[src/rtl/parking_pkg.sv]
// Shared types and constants for the parking gate controller.
package parking_pkg;

    localparam int SLOT_W  = 2;
    localparam int CNT_W   = 16;
    localparam int TIMER_W = 8;

    typedef enum logic [1:0] {E_IDLE, E_REQ, E_LATCH, E_OPEN} entry_state_t;
    typedef enum logic [1:0] {X_IDLE, X_REQ, X_OPEN} exit_state_t;

    // Admission counter increment that sticks at all-ones.
    function automatic logic [CNT_W-1:0] sat_inc(input logic [CNT_W-1:0] v);
        return (v == {CNT_W{1'b1}}) ? v : v + 1'b1;
    endfunction

    // Open-timer step that stops at zero.
    function automatic logic [TIMER_W-1:0] tick_down(input logic [TIMER_W-1:0] t);
        return (t == '0) ? t : t - 1'b1;
    endfunction

endpackage

[src/rtl/gate_controller_if.sv]
// Signal bundle between the gate controller and its surroundings (sensors, kiosk,
// slot manager, barriers, display). master = controller side.
interface gate_controller_if;
    import parking_pkg::*;

    logic              entry_sensor;
    logic              exit_sensor;
    logic [SLOT_W-1:0] exit_sel_in;
    logic              slot_available;
    logic [SLOT_W-1:0] allocated_slot;
    logic              alloc_req;
    logic              free_req;
    logic [SLOT_W-1:0] exit_car_select;
    logic              entry_gate_open;
    logic              exit_gate_open;
    logic [SLOT_W-1:0] assigned_slot;
    logic              lot_full;
    logic [CNT_W-1:0]  car_total;

    modport master (
        input  entry_sensor, exit_sensor, exit_sel_in, slot_available, allocated_slot,
        output alloc_req, free_req, exit_car_select, entry_gate_open, exit_gate_open,
               assigned_slot, lot_full, car_total
    );

    modport slave (
        output entry_sensor, exit_sensor, exit_sel_in, slot_available, allocated_slot,
        input  alloc_req, free_req, exit_car_select, entry_gate_open, exit_gate_open,
               assigned_slot, lot_full, car_total
    );

endinterface

[src/rtl/sensor_filter.sv]
// Loop-sensor conditioning: 2-flop synchronizer, optional debounce (GATE_DEBOUNCE_EN),
// and a registered rising-edge pulse of the filtered value. Resets to "no car".
module sensor_filter #(
    parameter int unsigned DEBOUNCE_CYCLES = 4
) (
    input  logic clk,
    input  logic rst,
    input  logic raw,
    output logic filt,
    output logic rise
);

    logic sync1, sync2, filt_prev;

    // Bring the asynchronous loop signal into the clock domain.
    always_ff @(posedge clk or posedge rst) begin
        if (rst) begin
            sync1 <= 1'b0;
            sync2 <= 1'b0;
        end else begin
            sync1 <= raw;
            sync2 <= sync1;
        end
    end

`ifdef GATE_DEBOUNCE_EN
    logic [7:0] db_cnt;
    logic       db_val;

    // Accept a new level only after DEBOUNCE_CYCLES consecutive differing samples.
    always_ff @(posedge clk or posedge rst) begin
        if (rst) begin
            db_cnt <= '0;
            db_val <= 1'b0;
        end else if (sync2 == db_val) begin
            db_cnt <= '0;
        end else if (db_cnt == 8'(DEBOUNCE_CYCLES - 1)) begin
            db_val <= sync2;
            db_cnt <= '0;
        end else begin
            db_cnt <= db_cnt + 1'b1;
        end
    end

    assign filt = db_val;
`else
    assign filt = sync2;
`endif

    // One-cycle pulse on each filtered low-to-high transition.
    always_ff @(posedge clk or posedge rst) begin
        if (rst) begin
            filt_prev <= 1'b0;
            rise      <= 1'b0;
        end else begin
            filt_prev <= filt;
            rise      <= filt & ~filt_prev;
        end
    end

endmodule

[src/rtl/gate_controller.sv]
// Parking-lot entry/exit barrier controller. Two independent FSMs drive the slot
// manager handshake and the barriers. Optional sensor debounce: GATE_DEBOUNCE_EN.
module gate_controller
    import parking_pkg::*;
#(
    parameter int unsigned OPEN_CYCLES     = 8,
    parameter int unsigned DEBOUNCE_CYCLES = 4
) (
    input logic               clk,
    input logic               rst,
    gate_controller_if.master bus
);

    localparam logic [TIMER_W-1:0] OPEN_LOAD = TIMER_W'(OPEN_CYCLES);

    logic entry_filt, entry_rise, exit_filt, exit_rise;
    entry_state_t e_state;
    exit_state_t  x_state;
    logic [TIMER_W-1:0] e_timer, x_timer;

    sensor_filter #(.DEBOUNCE_CYCLES(DEBOUNCE_CYCLES)) u_entry_filter (
        .clk  (clk),
        .rst  (rst),
        .raw  (bus.entry_sensor),
        .filt (entry_filt),
        .rise (entry_rise)
    );

    sensor_filter #(.DEBOUNCE_CYCLES(DEBOUNCE_CYCLES)) u_exit_filter (
        .clk  (clk),
        .rst  (rst),
        .raw  (bus.exit_sensor),
        .filt (exit_filt),
        .rise (exit_rise)
    );

    // Entry sequence: request a slot, latch it, hold the barrier open.
    always_ff @(posedge clk or posedge rst) begin
        if (rst) begin
            e_state             <= E_IDLE;
            e_timer             <= '0;
            bus.alloc_req       <= 1'b0;
            bus.entry_gate_open <= 1'b0;
            bus.lot_full        <= 1'b0;
            bus.assigned_slot   <= '0;
            bus.car_total       <= '0;
        end else begin
            unique case (e_state)
                E_IDLE: begin
                    if (entry_rise) begin
                        if (bus.slot_available) begin
                            e_state       <= E_REQ;
                            bus.alloc_req <= 1'b1;
                            bus.lot_full  <= 1'b0;
                        end else begin
                            // Rejected car: no retry until it leaves and re-arrives.
                            bus.lot_full  <= 1'b1;
                        end
                    end else if (!entry_filt) begin
                        bus.lot_full <= 1'b0;
                    end
                end
                E_REQ: begin
                    bus.alloc_req <= 1'b0;
                    e_state       <= E_LATCH;
                end
                E_LATCH: begin
                    bus.assigned_slot   <= bus.allocated_slot;
                    bus.car_total       <= sat_inc(bus.car_total);
                    e_timer             <= OPEN_LOAD;
                    bus.entry_gate_open <= 1'b1;
                    e_state             <= E_OPEN;
                end
                E_OPEN: begin
                    e_timer <= tick_down(e_timer);
                    // A car still on the loop keeps the barrier up.
                    if (tick_down(e_timer) == '0 && !entry_filt) begin
                        bus.entry_gate_open <= 1'b0;
                        e_state             <= E_IDLE;
                    end
                end
                default: e_state <= E_IDLE;
            endcase
        end
    end

    // Exit sequence: release the keyed slot, hold the barrier open.
    always_ff @(posedge clk or posedge rst) begin
        if (rst) begin
            x_state             <= X_IDLE;
            x_timer             <= '0;
            bus.free_req        <= 1'b0;
            bus.exit_gate_open  <= 1'b0;
            bus.exit_car_select <= '0;
        end else begin
            unique case (x_state)
                X_IDLE: begin
                    if (exit_rise) begin
                        x_state             <= X_REQ;
                        bus.free_req        <= 1'b1;
                        bus.exit_car_select <= bus.exit_sel_in;
                    end
                end
                X_REQ: begin
                    bus.free_req       <= 1'b0;
                    x_timer            <= OPEN_LOAD;
                    bus.exit_gate_open <= 1'b1;
                    x_state            <= X_OPEN;
                end
                X_OPEN: begin
                    x_timer <= tick_down(x_timer);
                    if (tick_down(x_timer) == '0 && !exit_filt) begin
                        bus.exit_gate_open <= 1'b0;
                        x_state            <= X_IDLE;
                    end
                end
                default: x_state <= X_IDLE;
            endcase
        end
    end

endmodule

[src/flat_wrapper.sv]
// flat-port wrapper written by rule: the top's interface ports become plain ports
module gate_controller_flat import parking_pkg::*;
#(
    parameter int unsigned OPEN_CYCLES     = 8,
    parameter int unsigned DEBOUNCE_CYCLES = 4
)
  (clk, rst, bus_entry_sensor, bus_exit_sensor, bus_exit_sel_in, bus_slot_available, bus_allocated_slot, bus_alloc_req, bus_free_req, bus_exit_car_select, bus_entry_gate_open, bus_exit_gate_open, bus_assigned_slot, bus_lot_full, bus_car_total);
  gate_controller_if bus_i ();
  input logic clk;
  input logic rst;
  input wire logic [$bits(bus_i.entry_sensor)-1:0] bus_entry_sensor;
  input wire logic [$bits(bus_i.exit_sensor)-1:0] bus_exit_sensor;
  input wire logic [$bits(bus_i.exit_sel_in)-1:0] bus_exit_sel_in;
  input wire logic [$bits(bus_i.slot_available)-1:0] bus_slot_available;
  input wire logic [$bits(bus_i.allocated_slot)-1:0] bus_allocated_slot;
  output wire logic [$bits(bus_i.alloc_req)-1:0] bus_alloc_req;
  output wire logic [$bits(bus_i.free_req)-1:0] bus_free_req;
  output wire logic [$bits(bus_i.exit_car_select)-1:0] bus_exit_car_select;
  output wire logic [$bits(bus_i.entry_gate_open)-1:0] bus_entry_gate_open;
  output wire logic [$bits(bus_i.exit_gate_open)-1:0] bus_exit_gate_open;
  output wire logic [$bits(bus_i.assigned_slot)-1:0] bus_assigned_slot;
  output wire logic [$bits(bus_i.lot_full)-1:0] bus_lot_full;
  output wire logic [$bits(bus_i.car_total)-1:0] bus_car_total;
  assign bus_i.entry_sensor = bus_entry_sensor;
  assign bus_i.exit_sensor = bus_exit_sensor;
  assign bus_i.exit_sel_in = bus_exit_sel_in;
  assign bus_i.slot_available = bus_slot_available;
  assign bus_i.allocated_slot = bus_allocated_slot;
  assign bus_alloc_req = bus_i.alloc_req;
  assign bus_free_req = bus_i.free_req;
  assign bus_exit_car_select = bus_i.exit_car_select;
  assign bus_entry_gate_open = bus_i.entry_gate_open;
  assign bus_exit_gate_open = bus_i.exit_gate_open;
  assign bus_assigned_slot = bus_i.assigned_slot;
  assign bus_lot_full = bus_i.lot_full;
  assign bus_car_total = bus_i.car_total;
  gate_controller #(.OPEN_CYCLES(OPEN_CYCLES), .DEBOUNCE_CYCLES(DEBOUNCE_CYCLES)) u_core (.clk(clk), .rst(rst), .bus(bus_i));
endmodule
[config.mk]
export PLATFORM = sky130hd
export DESIGN_NAME = gate_controller_flat
export DESIGN_NICKNAME = d
export VERILOG_FILES = /design/src/rtl/parking_pkg.sv /design/src/rtl/gate_controller_if.sv /design/src/rtl/sensor_filter.sv /design/src/rtl/gate_controller.sv /design/src/flat_wrapper.sv
export SDC_FILE = /design/constraint.sdc
export NUM_CORES = 1
export LEC_CHECK = 0
export ABC_AREA = 1
export CORE_UTILIZATION = 55
export CTS_BUF_LIST = sky130_fd_sc_hd__clkbuf_16
export DETAILED_ROUTE_END_ITERATION = 8
export PLACE_DENSITY = 0.88
export SLEW_MARGIN = 20
export SYNTH_ARGS = -nofsm -noshare
export SYNTH_HDL_FRONTEND = slang
export SYNTH_HIERARCHICAL = 1
export SYNTH_SLANG_ARGS = --single-unit
[constraint.sdc]
create_clock -name clk -period 5.2 [get_ports clk]
set_clock_uncertainty 0.1 [all_clocks]
set_input_delay 0.78 -clock clk [delete_from_list [all_inputs] [get_ports clk]]
set_output_delay 0.78 -clock clk [all_outputs]
set_load 0.005 [all_outputs]
## After elaboration in Yosys (flattened, before gate mapping)

Index checks and enable logic that the tools add are counted.

- Add/subtract/negate cells: 3
- Equal/unequal tests: 12
- Reduce and logical (&&, ||, !) cells: 23
- Multiplexer cells: 23
- Bitwise gates (word level): 5

Operators with widths:

| operator | number |
|---|---|
| $logic_not 8->1 | 4 |
| $pmux 8 s2 | 2 |
| $add 16x1->16 const B | 1 |
| $eq 16x16->1 const B | 1 |
| $mux 8 | 2 |
| $sub 8x1->8 const B | 2 |
| $reduce_and 2->1 | 7 |
| $mux 2 | 5 |
| $mux 1 | 8 |
| $ne 2x2->1 const B | 4 |
| $pmux 1 s2 | 4 |
| $pmux 2 s4 | 1 |
| $reduce_bool 2->1 | 4 |
| $eq 2x2->1 const B | 3 |
| $pmux 2 s3 | 1 |
| $reduce_and 3->1 | 2 |
| $eq 2x1->1 const B | 2 |
| $logic_not 2->1 | 2 |
| $ne 2x1->1 const B | 2 |
| $not 1->1 | 3 |
| $and 1x1->1 | 2 |
| $logic_and 1x1->1 | 2 |
| $logic_not 1->1 | 2 |

- Bits of input ports: 9
- Output and inout port bits: 25
- Register bits: 53

## Depth between registers and ports, before layout

- Depth after elaboration: 6
- Depth in mapped cells: 14
- Depth with buffers taken out: 14

## By module

Netlist, hierarchy kept.

By module, submodules not included:

| module | instances | cells an instance | sequential area each (sq um) | area each (sq um) |
|---|---|---|---|---|
| gate_controller | 1 | 335 | 1126.1 | 2606.2 |
| sensor_filter | 2 | 7 | 100.1 | 113.9 |

## Worst setup path before layout

OpenSTA, ideal clock, no wires.

- Path type: register to register
- From: register u_core.x_timer[0]
- To: register u_core.x_state[0]
- Path slack: 3.470 ns
- Clock period less this slack: 1.730 ns
- Arrival time: 1.513 ns
- Stages on the path, launching flop included: 14
- Library setup time: 0.116 ns
- Cell sequence: dfrtp_1 -> inv_1 -> ha_1 -> nand3_1 -> nor2_4 -> nand2_1 -> nand2_1 -> nand3_1 -> nor2_2 -> nand2_1 -> nand2_2 -> nand2_1 -> nand2_1 -> nand2_1

- Word-level cells in the longest chain between the ends: 6
- Elaborated cells on any way between the ends: 7

RTL lines:

| what | line | text |
|---|---|---|
| start, declared | gate_controller.sv:19 | `logic [TIMER_W-1:0] e_timer, x_timer;` |
| start signal, assigned | gate_controller.sv:111 | `x_timer <= tick_down(x_timer);` |
| $sub 8x1->8 or $logic_not 8->1 (tied branches) | parking_pkg.sv:18 | `return (t == '0) ? t : t - 1'b1;` |
| $mux 8 * | n/a |  |
| $logic_not 8->1 * | gate_controller.sv:112 | `if (tick_down(x_timer) == '0 && !exit_filt) begin` |
| $logic_and 1x1->1 * | gate_controller.sv:112 |  |
| $ne 2x1->1 (no source line) * | n/a |  |
| $reduce_and 2->1 (no source line) * | n/a |  |
| end signal, assigned | gate_controller.sv:108 | `x_state <= X_OPEN;` |
| end signal, assigned | gate_controller.sv:114 | `x_state <= X_IDLE;` |
| end signal, assigned | gate_controller.sv:117 | `default: x_state <= X_IDLE;` |
| end, declared | gate_controller.sv:18 | `exit_state_t x_state;` |

Every way passes the cells marked *; elsewhere a longest branch is shown, timed or not.
A chain may end at the register's enable or synchronous reset.

## Worst setup path after layout

- From: register u_core/bus.car_total[10] (netlist name)
- To: output port bus_car_total[10]

RTL lines:

| what | line | text |
|---|---|---|
| start, declared | gate_controller_if.sv:23 | `assigned_slot, lot_full, car_total` |
| start signal, assigned | gate_controller.sv:69 | `bus.car_total <= sat_inc(bus.car_total);` |
| end, declared | flat_wrapper.sv:23 | `output wire logic [$bits(bus_i.car_total)-1:0] bus_car_total;` |

No word-level cell between the ends.

==> results.md <==
- Die Area: 5440 um2
- Num Clock Sinks: between 50 and 60
- Crit share post-route: between 40% and 50%
- Dpl ws: between 3 and 4 ns
- Share of layout cells above drive strength 1: 8.25%
- Die Wd: 73.8 um
- # Max-Cap Violations: 0
- Post-synth EDFFs: 0
- Largest net degree at the start of global routing: 27
- Clock root buffer: clkbuf_16
- Crit Path Class: flop to output port
- Post-synthesis sequential area ratio: a little under half
- Worst VDD drop: about 0.00033 V
- Fin nets: 409
- Relative slew margins: 54.2%
- DRT Pass-1 Iters: 5
- H-tree depth: 2
- Final count of pins violating max slew: 0
- Clk slew on worst S/H paths: 0.06 ns
- Fillcell total: 353
- Hold_buf cts: 0
- Async set-reset flop share out of synthesis: 100%
- GRT Util Overall: 24.6%
- Slew @ Worst Pin: 0.682 ns
- DRT antenna net count: 0
- Vias per cell: 5.41
- Static Leak: 1.63 nW
- Vias: 2,460
- Post-CTS Setup Bufs: 0
- Initial Util: 58.5%
- Synth Area per Inst: 8.12 um2
- Number of synthesis warnings: 6
- Bufs and invs on worst path: 1
- Critical R2R Launch: u_core/bus.car_total[1]$_DFFE_PP0P_
- Register area: approximately 1300 um2
- RePlAce Congestion: 0.897
- Arr. time, crit path: 1.30 ns
- Fin. Hold Viols: 0
- Min-Delay Path Class: flop to flop
- Slowest-stage cell, CP: clkdlybuf4s50_1
- Clk buf depth: 2
- Gr ovfl total: 0
- FMAX: ~0.46 GHz
- PortBufs: 33
- Total power: 1.74 mW
- Syn Inst Count: 349
- Final WS setup: 3.02 ns
- DR DRC count: 0
- N_diodes: 0
- Post-Syn Area: 2830 um2
- Initial antenna violation count: 0
- Data required, critical path: 4.32 ns
- Standard-cell rows: 25
- CP Launch Type: flop
- Crit end category: output port
- Clock Latency Late Sink: 0.29 ns
- Status: finished, final reports clean
- Seq cells post-synth: 53
- Distinct cells, synth: 27
- Final setup fails: 0
- WL per Instance: 13.6 um
- Area growth syn-to-layout: 19.2%
- I/O pin cnt: 34
- Fin util: 69.7%
- Crit path cell chain: clkdlybuf4s50_1
- Critical path's top delay family: buffers and inverters
- CTS resizes: 0
- Final min period: 2.18 ns
- Post-DP HPWL: 4340 um
- 1st-iter DRT viols: 140
- Post-synth top flop: dfrtp_1
- Die Y: 73.8 um
- Vias in the first global route: 2,339
- RSZ-0062 raised after global routing: no
- CTS Buf Count: 5
- CP Max Fanout: 6
- Total routed wirelength: 6170 um
- CTS tree: built
- Syn_nets: 370
- HP Start: u_core/u_entry_filter/sync1$_DFF_PP0_
- Multi-input gate area: 1290 um2
- First-pass GRT wire length: slightly above 10,000 um
- Core Region: 4850 um2
- Pwr Density: 517 nW/um2
- Worst path max stage delay: 0.55 ns
- CP startpoint: u_core/bus.car_total[10]$_DFFE_PP0P_
- TNS Setup: 0 ns
[synth_stat cells, drive strengths merged (4+ instances only)]
master   n  area [um2]
a21oi    6        30.0
inv     53         201
nor2    42         208
dfrtp   53        1330
ha      12         150
nor3     9        50.1
xor2    12         105
xnor2    4        35.0
nand2   97         394
o21ai   14        70.1
nand4    4        25.0
nand3   29         150
o22ai    9        56.3
[cell usage in the layout (no fill, tap or decap)]
| master | count |
|---|---|
| o21ai_1 | 1 |
| dfrtp_1 | 53 |
| nor2_4 | 4 |
| nand3_1 | 28 |
| inv_4 | 1 |
| clkdlybuf4s50_1 | 33 |
| o22ai_1 | 9 |
| a21o_1 | 1 |
| nand2_1 | 89 |
| nor3_1 | 8 |
| nand2_2 | 6 |
| inv_1 | 49 |
| o21ai_0 | 13 |
| inv_2 | 3 |
| a22oi_1 | 1 |
| a21oi_1 | 6 |
| nor2_2 | 8 |
| xnor2_1 | 4 |
| nor4_1 | 1 |
| clkinv_1 | 2 |
| xor2_1 | 12 |
| nor3_2 | 1 |
| ha_1 | 12 |
| nor2_1 | 30 |
| clkbuf_16 | 5 |
| nand4_1 | 4 |
| buf_4 | 1 |
| nand3_2 | 1 |
| nand2_4 | 2 |
[registers in the layout (all words and copies together), names as in the netlist, 2 cells and up]
name and count:
u_core/e_timer 8, u_core/e_state 2, u_core/x_timer 8, u_core/bus.exit_car_select 2, u_core/bus.car_total 16, u_core/bus.assigned_slot 2, u_core/x_state 2
[final cells by class]
cell class                      count  share of cell area (%)
Clock buffer                        5                    3.71
Multi-Input combinational cell    241                    38.3
Sequential cell                    53                    39.3
Timing Repair Buffer               34                    10.0
Clock inverter                      2                   0.222
Tap cell                           67                    2.48
Inverter                           53                    5.97
[routing by layer]
metal | part of all wire [%] | global-route usage [%] | up-vias | routed length, um
li1 | - | - | 1174 | -
met1 | 40 | 31.1 | 1139 | 2500
met2 | 50 | 41.2 | 129 | 3060
met3 | 7.8 | 5.62 | 18 | 479
met4 | 2.1 | 9.19 | 0 | 131
met5 | 0 | 0 | - | 0
[power breakdown]
group	switching, mW	leakage (nW)	total (mW)	internal [mW]
Clock	0.132	0.0685	0.304	0.172
Combinational	0.509	0.882	0.827	0.319
Sequential	0.0971	0.676	0.614	0.516
[metrics by stage]
step	hold slack, ns	instance area (um2)	instances
floorplan	0.231	2830	349
global placement	0.232	3240	448
detailed placement	0.237	3240	448
CTS	0.266	3380	455
global route	0.266	3380	455
finish	0.269	3380	455
[cell families after synthesis]
| kind of cell | Yosys count | synth area share, % |
|---|---|---|
| AND/OR/NAND/NOR | 182 | 29.4 |
| buffers and inverters | 55 | 7.51 |
| flip-flops | 53 | 46.8 |
| AO/OA/AOI/OAI | 31 | 6.05 |
| XOR/XNOR | 16 | 4.94 |
| adder cells (fa/ha/maj) | 12 | 5.30 |
[path summary, 6_finish.rpt]
kind	endpoint	slack (ns)	depth (start not counted)
worst min-delay path	u_core/u_entry_filter/filt$_DFF_PP0_	0.27	0
worst min register to register	u_core/u_entry_filter/filt$_DFF_PP0_	0.27	0
max in group asynchronous	u_core/x_timer[7]$_DFFE_PP0P_	3.49	3
worst max register to register	u_core/bus.car_total[6]$_DFFE_PP0P_	3.08	9
min in group asynchronous	u_core/u_exit_filter/sync1$_DFF_PP0_	0.67	2
worst max-delay path	bus_car_total[10]	3.02	1
(Power assumes the default switching activity.)
